### src/rtl/bus_bridge_mc.sv
// Multi-channel CPU-to-slave bus bridge: base/mask address decode, registered req/ready handshake, one response per request.
// Optional macro BRIDGE_TIMEOUT_EN adds an ACCESS wait counter that aborts stalled slaves with an error response.
module bus_bridge_mc #(
    parameter int unsigned                ADDR_W      = 16,
    parameter int unsigned                DATA_W      = 32,
    parameter int unsigned                NUM_SLV     = 5,
    parameter logic [NUM_SLV*ADDR_W-1:0]  SLV_BASE    = '0,
    parameter logic [NUM_SLV*ADDR_W-1:0]  SLV_MASK    = '0,
    parameter int unsigned                TIMEOUT_CYC = 15
) (
    input  logic                      clk_from_cpu,
    input  logic                      rst_from_cpu,
    input  logic                      req_from_cpu,
    input  logic [ADDR_W-1:0]         addr_from_cpu,
    input  logic                      wen_from_cpu,
    input  logic [DATA_W-1:0]         wdata_from_cpu,
    input  logic [DATA_W/8-1:0]       be_from_cpu,
    output logic                      ready_to_cpu,
    output logic [DATA_W-1:0]         rdata_to_cpu,
    output logic                      err_to_cpu,
    output logic [NUM_SLV-1:0]        sel_to_slv,
    output logic [ADDR_W-1:0]         addr_to_slv,
    output logic                      wen_to_slv,
    output logic [DATA_W-1:0]         wdata_to_slv,
    output logic [DATA_W/8-1:0]       be_to_slv,
    input  logic [NUM_SLV*DATA_W-1:0] rdata_from_slv,
    input  logic [NUM_SLV-1:0]        ready_from_slv
);

    localparam int unsigned BE_W = DATA_W / 8;

    if (NUM_SLV < 1 || NUM_SLV > 16 || (DATA_W % 8) != 0 || TIMEOUT_CYC < 1) begin : g_param_check
        $error("bus_bridge_mc: illegal parameter set");
    end

    typedef enum logic [1:0] {
        IDLE   = 2'd0,
        ACCESS = 2'd1,
        RESP   = 2'd2,
        ERR    = 2'd3
    } state_t;

    state_t               state, state_d;
    logic [NUM_SLV-1:0]   sel_d;
    logic                 wen_d;
    logic [ADDR_W-1:0]    addr_d;
    logic [DATA_W-1:0]    wdata_d;
    logic [BE_W-1:0]      be_d;
    logic                 ready_d;
    logic                 err_d;
    logic [DATA_W-1:0]    rdata_d;

    logic [NUM_SLV-1:0]   dec_sel_c;
    logic [ADDR_W-1:0]    dec_mask_c;
    logic                 dec_hit_c;
    logic [DATA_W-1:0]    slv_rdata_c;
    logic                 slv_ready_c;

`ifdef BRIDGE_TIMEOUT_EN
    localparam int unsigned CNT_W = $clog2(TIMEOUT_CYC + 1);
    logic [CNT_W-1:0]     wait_cnt, wait_cnt_d;
    logic [CNT_W-1:0]     wait_inc_c;
    assign wait_inc_c = wait_cnt + CNT_W'(1);
`endif

    // Address decode on the live request; scanning downward lets the lowest matching index win.
    always_comb begin
        dec_sel_c  = '0;
        dec_mask_c = '0;
        for (int i = NUM_SLV - 1; i >= 0; i--) begin
            if ((addr_from_cpu & SLV_MASK[i*ADDR_W +: ADDR_W]) == SLV_BASE[i*ADDR_W +: ADDR_W]) begin
                dec_sel_c    = '0;
                dec_sel_c[i] = 1'b1;
                dec_mask_c   = SLV_MASK[i*ADDR_W +: ADDR_W];
            end
        end
    end

    assign dec_hit_c = |dec_sel_c;

    // Return path from the selected slave only; other ready bits are masked off.
    always_comb begin
        slv_rdata_c = '0;
        for (int i = 0; i < NUM_SLV; i++) begin
            if (sel_to_slv[i]) begin
                slv_rdata_c = slv_rdata_c | rdata_from_slv[i*DATA_W +: DATA_W];
            end
        end
    end

    assign slv_ready_c = |(ready_from_slv & sel_to_slv);

    // Next-state and next-output logic; every output register is loaded from here.
    always_comb begin
        state_d = state;
        sel_d   = sel_to_slv;
        wen_d   = wen_to_slv;
        addr_d  = addr_to_slv;
        wdata_d = wdata_to_slv;
        be_d    = be_to_slv;
        ready_d = 1'b0;
        err_d   = 1'b0;
        rdata_d = rdata_to_cpu;
`ifdef BRIDGE_TIMEOUT_EN
        wait_cnt_d = wait_cnt;
`endif
        case (state)
            IDLE: begin
                if (req_from_cpu) begin
                    wdata_d = wdata_from_cpu;
                    be_d    = be_from_cpu;
                    if (dec_hit_c) begin
                        sel_d   = dec_sel_c;
                        wen_d   = wen_from_cpu;
                        addr_d  = addr_from_cpu & ~dec_mask_c;
                        state_d = ACCESS;
`ifdef BRIDGE_TIMEOUT_EN
                        wait_cnt_d = '0;
`endif
                    end else begin
                        ready_d = 1'b1;
                        err_d   = 1'b1;
                        rdata_d = '0;
                        state_d = ERR;
                    end
                end
            end
            ACCESS: begin
                if (slv_ready_c) begin
                    sel_d   = '0;
                    wen_d   = 1'b0;
                    ready_d = 1'b1;
                    rdata_d = wen_to_slv ? '0 : slv_rdata_c;
                    state_d = RESP;
                end
`ifdef BRIDGE_TIMEOUT_EN
                else begin
                    wait_cnt_d = wait_inc_c;
                    if (wait_inc_c == CNT_W'(TIMEOUT_CYC)) begin
                        sel_d   = '0;
                        wen_d   = 1'b0;
                        ready_d = 1'b1;
                        err_d   = 1'b1;
                        rdata_d = '0;
                        state_d = ERR;
                    end
                end
`endif
            end
            RESP:    state_d = IDLE;
            ERR:     state_d = IDLE;
            default: state_d = IDLE;
        endcase
    end

    // State and output registers.
    always_ff @(posedge clk_from_cpu or negedge rst_from_cpu) begin
        if (!rst_from_cpu) begin
            state        <= IDLE;
            sel_to_slv   <= '0;
            wen_to_slv   <= 1'b0;
            addr_to_slv  <= '0;
            wdata_to_slv <= '0;
            be_to_slv    <= '0;
            ready_to_cpu <= 1'b0;
            err_to_cpu   <= 1'b0;
            rdata_to_cpu <= '0;
`ifdef BRIDGE_TIMEOUT_EN
            wait_cnt     <= '0;
`endif
        end else begin
            state        <= state_d;
            sel_to_slv   <= sel_d;
            wen_to_slv   <= wen_d;
            addr_to_slv  <= addr_d;
            wdata_to_slv <= wdata_d;
            be_to_slv    <= be_d;
            ready_to_cpu <= ready_d;
            err_to_cpu   <= err_d;
            rdata_to_cpu <= rdata_d;
`ifdef BRIDGE_TIMEOUT_EN
            wait_cnt     <= wait_cnt_d;
`endif
        end
    end

endmodule

### config.mk
export PLATFORM = sky130hd
export DESIGN_NAME = bus_bridge_mc
export DESIGN_NICKNAME = d
export VERILOG_FILES = /design/src/rtl/bus_bridge_mc.sv
export SDC_FILE = /design/constraint.sdc
export NUM_CORES = 1
export LEC_CHECK = 0
export BUFFER_PORTS_ARGS = -buffer_cell sky130_fd_sc_hd__buf_2
export CAP_MARGIN = 40
export CORE_AREA = 2 2 121 123
export CTS_CLUSTER_DIAMETER = 30
export CTS_CLUSTER_SIZE = 12
export DETAILED_ROUTE_END_ITERATION = 12
export DIE_AREA = 0 0 123 125
export MAX_ROUTING_LAYER = met4
export SLEW_MARGIN = 10
export SYNTH_ARGS = -nofsm -noshare
export SYNTH_HDL_FRONTEND = slang
export SYNTH_SLANG_ARGS = --single-unit
### constraint.sdc
create_clock -name clk_from_cpu -period 1.2 [get_ports clk_from_cpu]
set_input_delay 0.18 -clock clk_from_cpu [delete_from_list [all_inputs] [get_ports clk_from_cpu]]
set_output_delay 0.18 -clock clk_from_cpu [all_outputs]
set_load 0.03 [all_outputs]
# Word level (Yosys, flattened, before mapping)
# Cells that the tools add are included.
word_totals:
  word_cells: 43
  in_bits: 221
  regBits: 93
  out_inout_bits: 92
classes:
  eq_ne: 5
  n_mux: 17
  bitwise_logic: 5
  n_reduce_logical: 8
op_table:
  columns: ["op", "count"]
  rows:
  - ["32-bit two-way mux", 6]
  - ["32-bit OR", 4]
  - ["5-bit two-way mux", 2]
  - ["5-bit one-hot mux with 2 select lines", 1]
  - ["2-bit one-hot mux with 3 select lines", 1]
  - ["2-bit AND reduction", 3]
  - ["5-bit AND", 1]
  - ["5-bit OR reduction", 1]
  - ["2-bit equality test, second input constant", 2]
  - ["1-bit two-way mux", 4]
  - ["2-bit two-way mux", 2]
  - ["2-bit != test, second input constant", 2]
  - ["3-bit AND reduction", 1]
  - ["2-bit by 1-bit equality test with 1-bit output, second input constant", 1]
  - ["2-bit logical NOT", 1]
  - ["1-bit one-hot mux with 2 select lines", 1]
  - ["2-bit nonzero test", 1]
  - ["2-bit OR reduction", 1]

# Logic depth before layout (Yosys ltp)
# Gate-level depths: netlist of the first run.
logic_depth:
  depth_word: 10
  depth_mapped: 4
  depth_no_buf: 2

# Least setup slack after synthesis of the first run
# No wires, ideal clock.
synth_path:
  path_type: "register to register"
  startpoint: "register sel_to_slv[0]"
  endpoint: "register rdata_to_cpu[11]"
  path_slack_ns: -0.338
  synth_period_minus_slack_ns: 1.538
  required_ns: 1.075
  arrival_ns: 1.413
  path_stages_with_launch: 5
  cell_sequence: "dfrtp_1 -> and4b_1 -> buf_6 -> buf_12 -> mux2_4"
synth_between:
  elab_chain_len: 10
  elab_cells_between_ends: 13
synth_rtl:
  columns: ["item", "line", "text"]
  rows:
  - ["start: declaration", "21", "output logic [NUM_SLV-1:0] sel_to_slv,"]
  - ["start signal: assignment", "173", "sel_to_slv <= sel_d;"]
  - ["32-bit two-way mux", "85", "if (sel_to_slv[i]) begin"]
  - ["32-bit OR", "86", "slv_rdata_c = slv_rdata_c | rdata_from_slv[i*DATA_W +: DATA_W];"]
  - ["32-bit two-way mux", "85", null]
  - ["32-bit OR", "86", null]
  - ["32-bit two-way mux", "85", null]
  - ["32-bit OR", "86", null]
  - ["32-bit two-way mux", "85", null]
  - ["32-bit OR", "86", null]
  - ["32-bit two-way mux", "85", null]
  - ["32-bit two-way mux", "133", "rdata_d = wen_to_slv ? '0 : slv_rdata_c;"]
  - ["end signal: assignment", "180", "rdata_to_cpu <= rdata_d;"]
  - ["end: declaration", "19", "output logic [DATA_W-1:0] rdata_to_cpu,"]
# Parallel ways exist; a longest one is shown, timed or not.
# A chain may end at the register's enable or synchronous reset.

# Final worst setup path of the first run
layout_path:
  startpoint: "register state[1]"
  endpoint: "register rdata_to_cpu[9]"
layout_between:
  elab_chain_len: 2
layout_rtl:
  columns: ["item", "line", "text"]
  rows:
  - ["start: declaration", "43", "state_t state, state_d;"]
  - ["start signal: assignment", "172", "state <= state_d;"]
  - ["2-bit by 1-bit equality test with 1-bit output", "107", "case (state)"]
  - ["2-bit AND reduction (no source line)", null, null]
# Every way passes these cells.

==> results.md, run 1 <==
- The number of global-route vias before repair came to 2831.
- The run finished, with violations left.
- CTS built an H-tree with a depth of 3.
- The placed wire-length estimate is approximately 7000 um.
- The number of clock buffers added by TritonCTS is 9.
- The first-pass detailed-route iteration total is 4.
- The clock root buffer master is clkbuf_16.
- The floorplan step set the die width to 123 um.
- In this run the remaining antenna-violating nets after routing total 0.
- The clock latency reported for the late side of the worst-skew pair is 340 ps.
- Counting flops with a built-in enable in the synthesized netlist gives 0.
- The critical path in this run is classified as reg2reg.
- The total of endpoints with negative setup slack in the final report is 87.
- The final-stage net count is 659.
- The number of endpoints with negative hold slack in the final report is 0.
- Global routing finished with a remaining overflow of 0.
- The total of max-cap violations is 0.
- Sorting the synthesized cells by area gives the leading types as dfrtp_1, mux2_2, mux2_4, and3b_1, buf_6.
- The first global-routing pass estimated 15500 um of wire.
- Summing every instance area after synthesis gives 3830 um^2.
- The final reports fail on negative setup slack.
- The number of synthesized register bits is 89.
- Adding up every negative setup slack in the final design gives -18730 ps.
- The share of async-settable or async-resettable flops after synthesis is 1.00.
- The clock sink count is 89.
- The number of slew-limit violations in the final report is 0.
- The power density over cell area is 3150 nW/um^2.
- The clock arrives with 6.87 ps of skew.
- The final route contains 2664 vias.
- The layout cell share with drive strength beyond 1 is 0.710.
- The largest fanout of any net on the critical path is 8.
- In the routed layout, each cell is associated on average with a via count of 4.25.
- The maximum vdd ir drop is 1.41 mV.
- The initial antenna violation count is 1.
- The category of the worst setup path capture point is a flip-flop.
- The total wire length after detailed routing is just over 10000 um.
- The first routing iteration left between 70 and 80 violations.
- For this design the top-level I/O count stands at between 300 and 400.
- The leakage dissipation is between 0.003 and 0.004 uW.
- The most used standard cell by instance count after synthesis is dfrtp_1.
- The overall die area is 15400 um^2.
- The number of buffers inserted by port buffering is roughly 180.
- The area growth from synthesis to layout is 49.7%.
- The endpoint arrival time on the critical path is 1680 ps.
- In the routed design, unresolved DRC markers number 0.
- The synthesized netlist contains 19 unique library cells.
- For the finished layout, the period the worst path requires is around 1500 ps.
- Summed over all instances, the cell type with the most area after synthesis is dfrtp_1.
- At the end of routability-driven placement, the weighted congestion stood at 0.732.
- The primary flip-flop cell chosen by synthesis mapping is dfrtp_1.
- The maximum number of pins on one net before global-route repair is 48.
- The cell area after placement is between 5000 and 6000 um^2.
- The reg2reg setup slack is -270 ps.
- In the global route stage, overall resource usage came out at 0.137.
- The clock-pin slew of the registers on the worst-case setup and hold paths is 60 ps.
- The share of synthesized area in the top cell type comes to 0.581.
- The sequential fraction of the synthesis area is 0.581.
- Total power for the finished layout comes to between 15000 and 20000 uW.
- In the finished design, the share of the clock period the worst path needs comes to 1.22.
- Dividing the synthesized area by the synthesized cell count gives 16.2 um^2.
- The starting density of the core is 0.270.
- The number of buffers on the longest clock path is 2.
- The total area inside the core boundary comes to 14200 um^2.
- Derived from the worst setup path, the maximum achievable clock frequency is 682 MHz.
- TritonCTS built the clock tree.
- From bottom edge to top edge, the die measures 125 um.
- At the end of the flow the core is filled with cells to 0.404.
- Setup repair after global routing could not meet its margin everywhere.
- The yosys synthesis warning count is 0.
- Ranked by instance count, the synthesized netlist is headed by dfrtp_1, mux2_2, and3b_1.
- The worst setup path is launched from a flip-flop.
- The data required time at the worst endpoint is about 1400 ps.
- The cell area after layout is 5740 um^2.
- The number of instances in the synthesized netlist is approximately 240.
- In this run the worst hold path is classified as in2reg.
- The floorplan has 44 rows.
- The worst setup slack after layout is -267 ps.
- The average routed wire per standard cell is 16.1 um.
state kept, by name, summed over array words and instances, names as in the netlist:
register / flops
addr_to_slv: 16
be_to_slv: 4
rdata_to_cpu: 32
ready_to_cpu: 1
sel_to_slv: 1
state: 2
wdata_to_slv: 32
wen_to_slv: 1
report_power, final:
group          total [uW]  switching (uW)  internal, uW  leakage [uW]
registers            5430             913          4520       0.00108
logic               10200            5310          4840       0.00182
clock network        2520            1130          1390      0.000124
total               18100            7350         10700       0.00303
path summary, 6_finish.rpt:
| kind | start | endpoint | cells after the start |
|---|---|---|---|
| hold reg to reg | wdata_to_slv[25] | wdata_to_slv[25] | 1 |
| hold / removal | addr_from_cpu[9] | addr_to_slv[9] | 2 |
| setup / recovery | state[1] | rdata_to_cpu[9] | 3 |
| min in group asynchronous | rst_from_cpu | addr_to_slv[0] | 2 |
| setup reg to reg | state[1] | rdata_to_cpu[9] | 3 |
| max in group asynchronous | rst_from_cpu | rdata_to_cpu[31] | 3 |
critical path, stage by stage (launching register included):
cell and delay (ps):
dfrtp_1 410, and4b_4 420, buf_6 180, mux2_2 340
through the flow:
step | hold slack, ps | worst slack [ps] | cells
after CTS | 48.3 | -261 | 622
after floorplan | -116 | -220 | 241
after detailed placement | 46.5 | -251 | 593
after global routing | 54.4 | -302 | 627
final | 72.5 | -267 | 627
after global placement | 42.6 | -217 | 593
area by class of cell:
| cell class | instances | area [um^2] |
|---|---|---|
| flip-flops and latches | 89 | 2230 |
| clock inverters | 5 | 33.8 |
| diodes | 1 | 2.50 |
| fillers | 1353 | 8460 |
| repair buffers | 207 | 1360 |
| inverters | 2 | 7.51 |
| clock buffers | 10 | 229 |
| well taps | 184 | 230 |
| multi-input cells | 129 | 1650 |
logic make-up after synthesis:
family,synth area share
buffers and inverters,0.0529
and+or+nand+nor,0.0861
muxes,0.273
other,0.000978
DFF,0.581
AOI/OAI and AO/OA,0.00620
metal layers:
metal	global-route usage	routed length [um]	vias to the layer above
met3	0.0374	828	9
met5	-	0	-
met1	0.187	4720	1301
met4	0.0501	117	0
li1	-	-	1235
met2	0.195	4440	119
repair_timing:
action / CTS / global route
endpoints found under the hold margin: 67 / 0
endpoints found under the setup margin: 88 / 88
setup buffers: 10 / 3
gates resized for setup: 22 / 3
hold buffers: 1 / 0
pin swaps: 0 / 1
cloned: 4 / 2
layout by cell type (no fill, tap or decap), types with 2 or more instances in the layout:
cell type	count
buf_2	172
dfrtp_1	87
mux2_4	83
and3b_1	28
buf_4	13
clkbuf_16	11
buf_6	8
buf_12	6
conb_1	5
and3b_2	4
buf_16	3
inv_1	2
clkinv_2	2
clkinvlp_4	2
dfrtp_2	2
(Power assumes the default switching activity.)
==> run 2, diff against run 1 <==
Settings changed: REMOVE_ABC_BUFFERS from default to 1.
==> results.md, run 2 (synthesis gave the netlist of run 1 again) <==
- The flow ran to the end, but the final reports show violations.
- The checks that failed: negative setup slack.
- The number of diodes added for antenna fixing is 0.
- After global routing the overflow that remains totals 0.
- The time the final worst path needs with I/O delays and setup is approximately 1500 ps.
- The filler cells instantiated in the layout total 1339.
- The count of buffers added on input and output ports is ~180.
- After detailed routing, the number of remaining DRC violations is 0.
- In the final layout, the share of cells above drive strength 1 is 0.713.
- The number of global-route vias before repair was roughly 2700.
- The cell area after placement is 4920 um^2.
- The die span in y is roughly 130 um.
- TritonCTS built the clock tree.
- TritonCTS created 9 clock buffers.
- The global-route wire length before repair is 14500 um.
- The launching element type of the critical path is a flip-flop.
- The detailed router's first-iteration violation count is 59.
- The total of endpoints with negative setup slack in the final report is 88.
- STA puts the critical path data arrival time at 1710 ps.
- The achievable frequency is 676 MHz.
- In this run the worst hold path is classified as in2reg.
- The pre-antenna-repair detailed-routing pass consisted of 4 iterations.
- The kind of critical path is reg2reg.
- The setup clock skew after layout is 6.49 ps.
- The overall power is around 18000 uW.
- Clock-pin slew was measured on the worst setup and hold paths at 70 ps.
- The library cell used most frequently in the layout, excluding fill and tap cells, is buf_2.
- The floorplan step defined a core boundary enclosing 14200 um^2.
- The cell area after layout is about 5800 um^2.
- Dividing the detail-routed wire length by the instance count gives 16.8 um.
- The number of I/O pins is around 310.
- The overall die area is 15400 um^2.
- The worst setup slack after layout is -278 ps.
- The total of max-cap violations is 0.
- The synthesis-to-layout area growth is 51.6%.
- In the global route stage, overall resource usage came out at 0.130.
- The wire-length estimate of the detail-placed layout is 6160 um.
- In the routed layout, each cell is associated on average with a via count of 4.32.
- The number of slew-limit violations in the final report is 0.
- The clock sink count is 89.
- The maximum vdd ir drop is around 1.2 mV.
- After detailed routing, the total wire length is 10600 um.
- The initial antenna violation count is 0.
- For the worst-skew pair, the clock arrives at the later sink with an insertion delay of 340 ps.
- For the worst setup path, the data required time is about 1400 ps.
- The power density over cell area is 3160 nW/um^2.
- The detail route stage leaves a number of antenna-violating nets equal to 0.
- The category of the worst setup path capture point is a flip-flop.
- The final-stage net count is roughly 660.
- The largest fanout of any net on the critical path is 25.
- The count of H-tree levels built during CTS is 3.
- The floorplan has 44 rows.
- Summed over all cells, the static leakage comes to 0.00305 uW.
- The maximum number of pins on one net before global-route repair is 29.
- In this run the deepest clock path goes through 2 buffers.
- Across all layers, the routed design uses about 2700 vias.
- The number of endpoints with negative hold slack in the final report is 0.
- The post-route clock period utilization is 1.23.
- The library cells used most frequently in the layout, excluding fill and tap cells, are buf_2, dfrtp_1, mux2_4.
- The placer's final routability congestion estimate is 0.706.
- For this configuration, the core starts out at a cell density of 0.270.
- The die is 123 um wide.
- Setup repair after global routing could not meet its margin everywhere.
- The tree is rooted in a clkbuf_16.
- The largest registers in the layout are rdata_to_cpu: 32 flops, wdata_to_slv: 32 flops, addr_to_slv: 16 flops.
[run 2: cell count changes in the layout (fill, tap and decap cells not counted), moves of 2 or more]
| cell | change |
|---|---|
| mux2_2 | +9 |
| inv_6 | +2 |
| clkbuf_16 | +2 |
| buf_6 | -4 |
| buf_8 | +2 |
| mux2_4 | -9 |
| buf_12 | +3 |
[run 2: path summary, 6_finish.rpt]
path,startpoint,end,slack (ps),depth (start not counted)
hold reg to reg,wdata_to_slv[14],wdata_to_slv[14],500,1
min in group asynchronous,rst_from_cpu,wdata_to_slv[20],290,2
setup reg to reg,state[1],rdata_to_cpu[9],-280,3
max in group asynchronous,rst_from_cpu,sel_to_slv[0],440,3
hold / removal,ready_from_slv[0],state[0],70,2
setup / recovery,state[1],rdata_to_cpu[9],-280,3
[run 2: stage by stage]
stage	setup slack (ps)	setup TNS (ps)	util	cells	hold slack (ps)
global placement	-259	-19450	0.347	591	93.2
floorplan	-3790	-253670	-	220	-116
global route	-319	-25090	0.409	630	52.5
detailed placement	-313	-22190	0.347	591	97.7
CTS	-285	-22050	0.385	621	43.3
finish	-278	-21540	0.409	630	65.4
[run 2: what timing repair did]
item / in CTS / in global routing
hold buffers: 1 / 0
gates cloned: 4 / 6
hold endpoints to repair: 17 / 0
setup endpoints to repair: 88 / 88
resized for setup: 12 / 55
pin swaps: 1 / 1
buffers inserted: 9 / 4
[run 2: final cells by class]
cell class                      count  area (um^2)  area share
Clock buffer                        9          225      0.0387
Clock inverter                      7         55.1     0.00947
Multi-Input combinational cell    129         1610       0.277
Tap cell                          184          230      0.0396
Timing Repair Buffer              210         1460       0.251
Sequential cell                    89         2230       0.383
Inverter                            2         7.51     0.00129
[run 2: power breakdown]
part / leakage (uW) / switching, uW / total [uW] / internal (uW)
sequential: 0.00109 / 859 / 5370 / 4510
clock: 0.000132 / 1200 / 2620 / 1420
combinational: 0.00184 / 5430 / 10400 / 4970
total: 0.00305 / 7490 / 18400 / 10900
[run 2: routing by layer]
layer | wire length, um | GRT usage | vias up
met5 | 0 | - | -
met4 | 163 | 0.0541 | 0
met3 | 890 | 0.0401 | 10
met2 | 4820 | 0.203 | 153
met1 | 4700 | 0.154 | 1318
li1 | - | - | 1241
[run 2: critical path, stage by stage (launching register included)]
cell and delay [ps]:
dfrtp_1 430, and4b_2 350, buf_12 220, mux2_2 350
==> run 3, diff against run 2 <==
Settings changed: CELL_PAD_IN_SITES_DETAIL_PLACEMENT from default to 1, CELL_PAD_IN_SITES_GLOBAL_PLACEMENT from default to 2, CORE_AREA 2 2 121 123 to default, CORE_MARGIN from default to 2, CORE_UTILIZATION from default to 20, DIE_AREA 0 0 123 125 to default, PLACE_DENSITY_LB_ADDON from default to 0.1, SLEW_MARGIN 10 to 0.
==> results.md, run 3 (synthesis gave the netlist of run 1 again) <==
- The run finished, with violations left.
- The checks that failed: negative setup slack.
- The starting density of the core is 0.204.
- The clock latency reported for the late side of the worst-skew pair is around 340 ps.
- The overall die area is 20300 um^2.
- The number of antenna-violating nets in the routed design is 0.
- The all-layer global routing usage is 0.118.
- The initial antenna violation count is 2.
- The core region is 18800 um^2.
- The die boundary width is 142 um.
- STA classifies the critical path endpoint as a flip-flop.
- On the worst path, the slowest cell contributes a delay of 410 ps.
- Across the routed clock network, the largest skew measured is roughly 6.6 ps.
- The kind of path behind the tightest hold check is in2reg.
- The critical path contains buffers and inverters numbering 3 combined.
- STA classifies the critical path startpoint as a flip-flop.
- The number of buffers on the longest clock path is 2.
- The die span in y is 142 um.
- The master of the slowest instance on the critical path is dfrtp_1.
- Buffers placed on the I/O ports in this run total 175.
- The kind of critical path is reg2reg.
- After global routing the overflow that remains totals 0.
- In this run the clock root is driven by a clkbuf_16.
- The first global-routing pass estimated 17500 um of wire.
- The clock-pin slew of the registers on the worst-case setup and hold paths is 70 ps.
- In the post-route analysis, the smallest setup slack over all paths is -290 ps.
- Summed over all cells, the static leakage comes to 0.00313 uW.
- The row count is 50.
- Data on the critical path is required at its endpoint by 1430 ps.
- The cell family contributing the most delay on the critical path is buffers and inverters.
- The largest registers in the layout are rdata_to_cpu: 32 flops, wdata_to_slv: 32 flops, addr_to_slv: 16 flops.
- The congestion estimate from routability-driven global placement came to 0.681.
- The count of vias placed by the detailed router is between 2000 and 3000.
- The total wire length after detailed routing is roughly 12000 um.
- For this design, the sink count on the clock tree is 89.
- For this run, the top clock speed supported by timing is ~670 MHz.
- Leaving out fill and tap cells, the most frequent cell in the layout is buf_2.
- The top cell types in the final layout, fill and taps aside, are buf_2, dfrtp_1, mux2_4.
- The first-pass detailed-route iteration total is 4.
- The detailed router's first-iteration violation count is 60.
- The reg2reg setup slack is -290 ps.
- Traced cell by cell, the critical path runs through nor3b_2 > buf_6 > buf_12 > clkbuf_16 > mux2_2.
- The power density over cell area is 3180 nW/um^2.
- The number of endpoints with negative hold slack in the final report came to 0.
- The number of slew-limit violations in the final report is 0.
- The number of global-route vias before repair is ~2900.
- The final worst hold slack is 63.2 ps.
- The average via count per standard cell is 3.99.
- TritonCTS built the clock tree.
- Of all nets on the critical path, the largest fanout is 5.
- The total of endpoints with negative setup slack in the final report is just under 90.
- The post-route clock period utilization is 1.24.
- The CTS buffer count is 9.
- At the end of the flow, the number of nets in the layout was 667.
- Once detailed placement completed, the half-perimeter wirelength came to ~7800 um.
- The final-layout fill cell count is 2027.
- The endpoint arrival time on the critical path is 1720 ps.
- After layout, the minimum clock period comes to 1490 ps.
- The number of remaining DRC errors is 0.
- From synthesis to final layout, the design area changed by 57.6%.
- The average routed wire per standard cell is 17.8 um.
- The finished layout holds 686 standard cells, fillers aside.
- The total of max-cap violations is 0.
- The number of cells in the design after placement is 647.
- Across the VDD grid, the largest voltage drop is 1.21 mV.
- Setup repair after global routing could not meet its margin everywhere.
- In the final layout, the share of cells above drive strength 1 is 0.720.
- The count of H-tree levels built during CTS is 3.
- The number of I/O pins is 313.
- The maximum number of pins on one net before global-route repair is 27.
-- run 3: cell types whose count changed in the layout (fill, tap and decap cells not counted), sizes merged --
cell,previous run,this run
bufinv,0,2
inv,4,3
clkinv,3,1
buf,203,208
diode,0,2
-- run 3: report_power, final --
group,total [uW],internal (uW),switching (uW)
clock,3080,1830,1250
sequential,5340,4510,827
combinational,10800,5200,5620
-- run 3: path summary, 6_finish.rpt --
| path | end | from | depth (start not counted) |
|---|---|---|---|
| worst max register to register | wdata_to_slv[23] | state[0] | 5 |
| worst max-delay path | wdata_to_slv[23] | state[0] | 5 |
| worst min-delay path | wdata_to_slv[30] | wdata_from_cpu[30] | 2 |
| min in group asynchronous | addr_to_slv[14] | rst_from_cpu | 2 |
| worst min register to register | wdata_to_slv[26] | wdata_to_slv[26] | 1 |
| max in group asynchronous | rdata_to_cpu[4] | rst_from_cpu | 3 |
-- run 3: worst register-to-register path, cell delays in order, from the launching register on --
cell       delay, ps
dfrtp_1          410
nor3b_2          220
buf_6            140
buf_12           130
clkbuf_16        150
mux2_2           320
-- run 3: repair_timing --
| item | 4_1_cts | 5_1_grt |
|---|---|---|
| endpoints found under the setup margin | 88 | 88 |
| hold buffers | 1 | 0 |
| cloned | 2 | 6 |
| resized for setup | 38 | 38 |
| setup buffers | 8 | 5 |
| hold endpoints to repair | 67 | 0 |
| pin swaps | 2 | 1 |
-- run 3: metrics by stage --
step,power (uW),utilization,TNS [ps],setup slack [ps],instance area (um^2)
floorplan,10900,-,-253670,-3790,3650
global placement,14100,0.271,-17740,-245,5090
detailed placement,14200,0.271,-20020,-264,5090
CTS,18600,0.305,-20340,-269,5720
global route,20300,0.322,-25380,-321,6040
finish,19200,0.322,-21650,-290,6040
-- run 3: layout make-up --
| cell class | instances | area (um^2) | area share |
|---|---|---|---|
| timing repair buffer | 215 | 1540 | 0.255 |
| multi-input combinational | 129 | 1650 | 0.273 |
| antenna | 2 | 5.00 | 0.000828 |
| clock buffer | 9 | 225 | 0.0373 |
| tap | 234 | 293 | 0.0484 |
| clock inverter | 6 | 92.6 | 0.0153 |
| inverter | 2 | 7.51 | 0.00124 |
| sequential | 89 | 2230 | 0.369 |
-- run 3: metal layers --
| metal | wire length (um) | vias up | global-route usage |
|---|---|---|---|
| met5 | 0 | - | - |
| met4 | 108 | 0 | 0.0297 |
| met3 | 896 | 9 | 0.0434 |
| met2 | 5060 | 140 | 0.166 |
| met1 | 6120 | 1335 | 0.161 |
| li1 | - | 1251 | - |
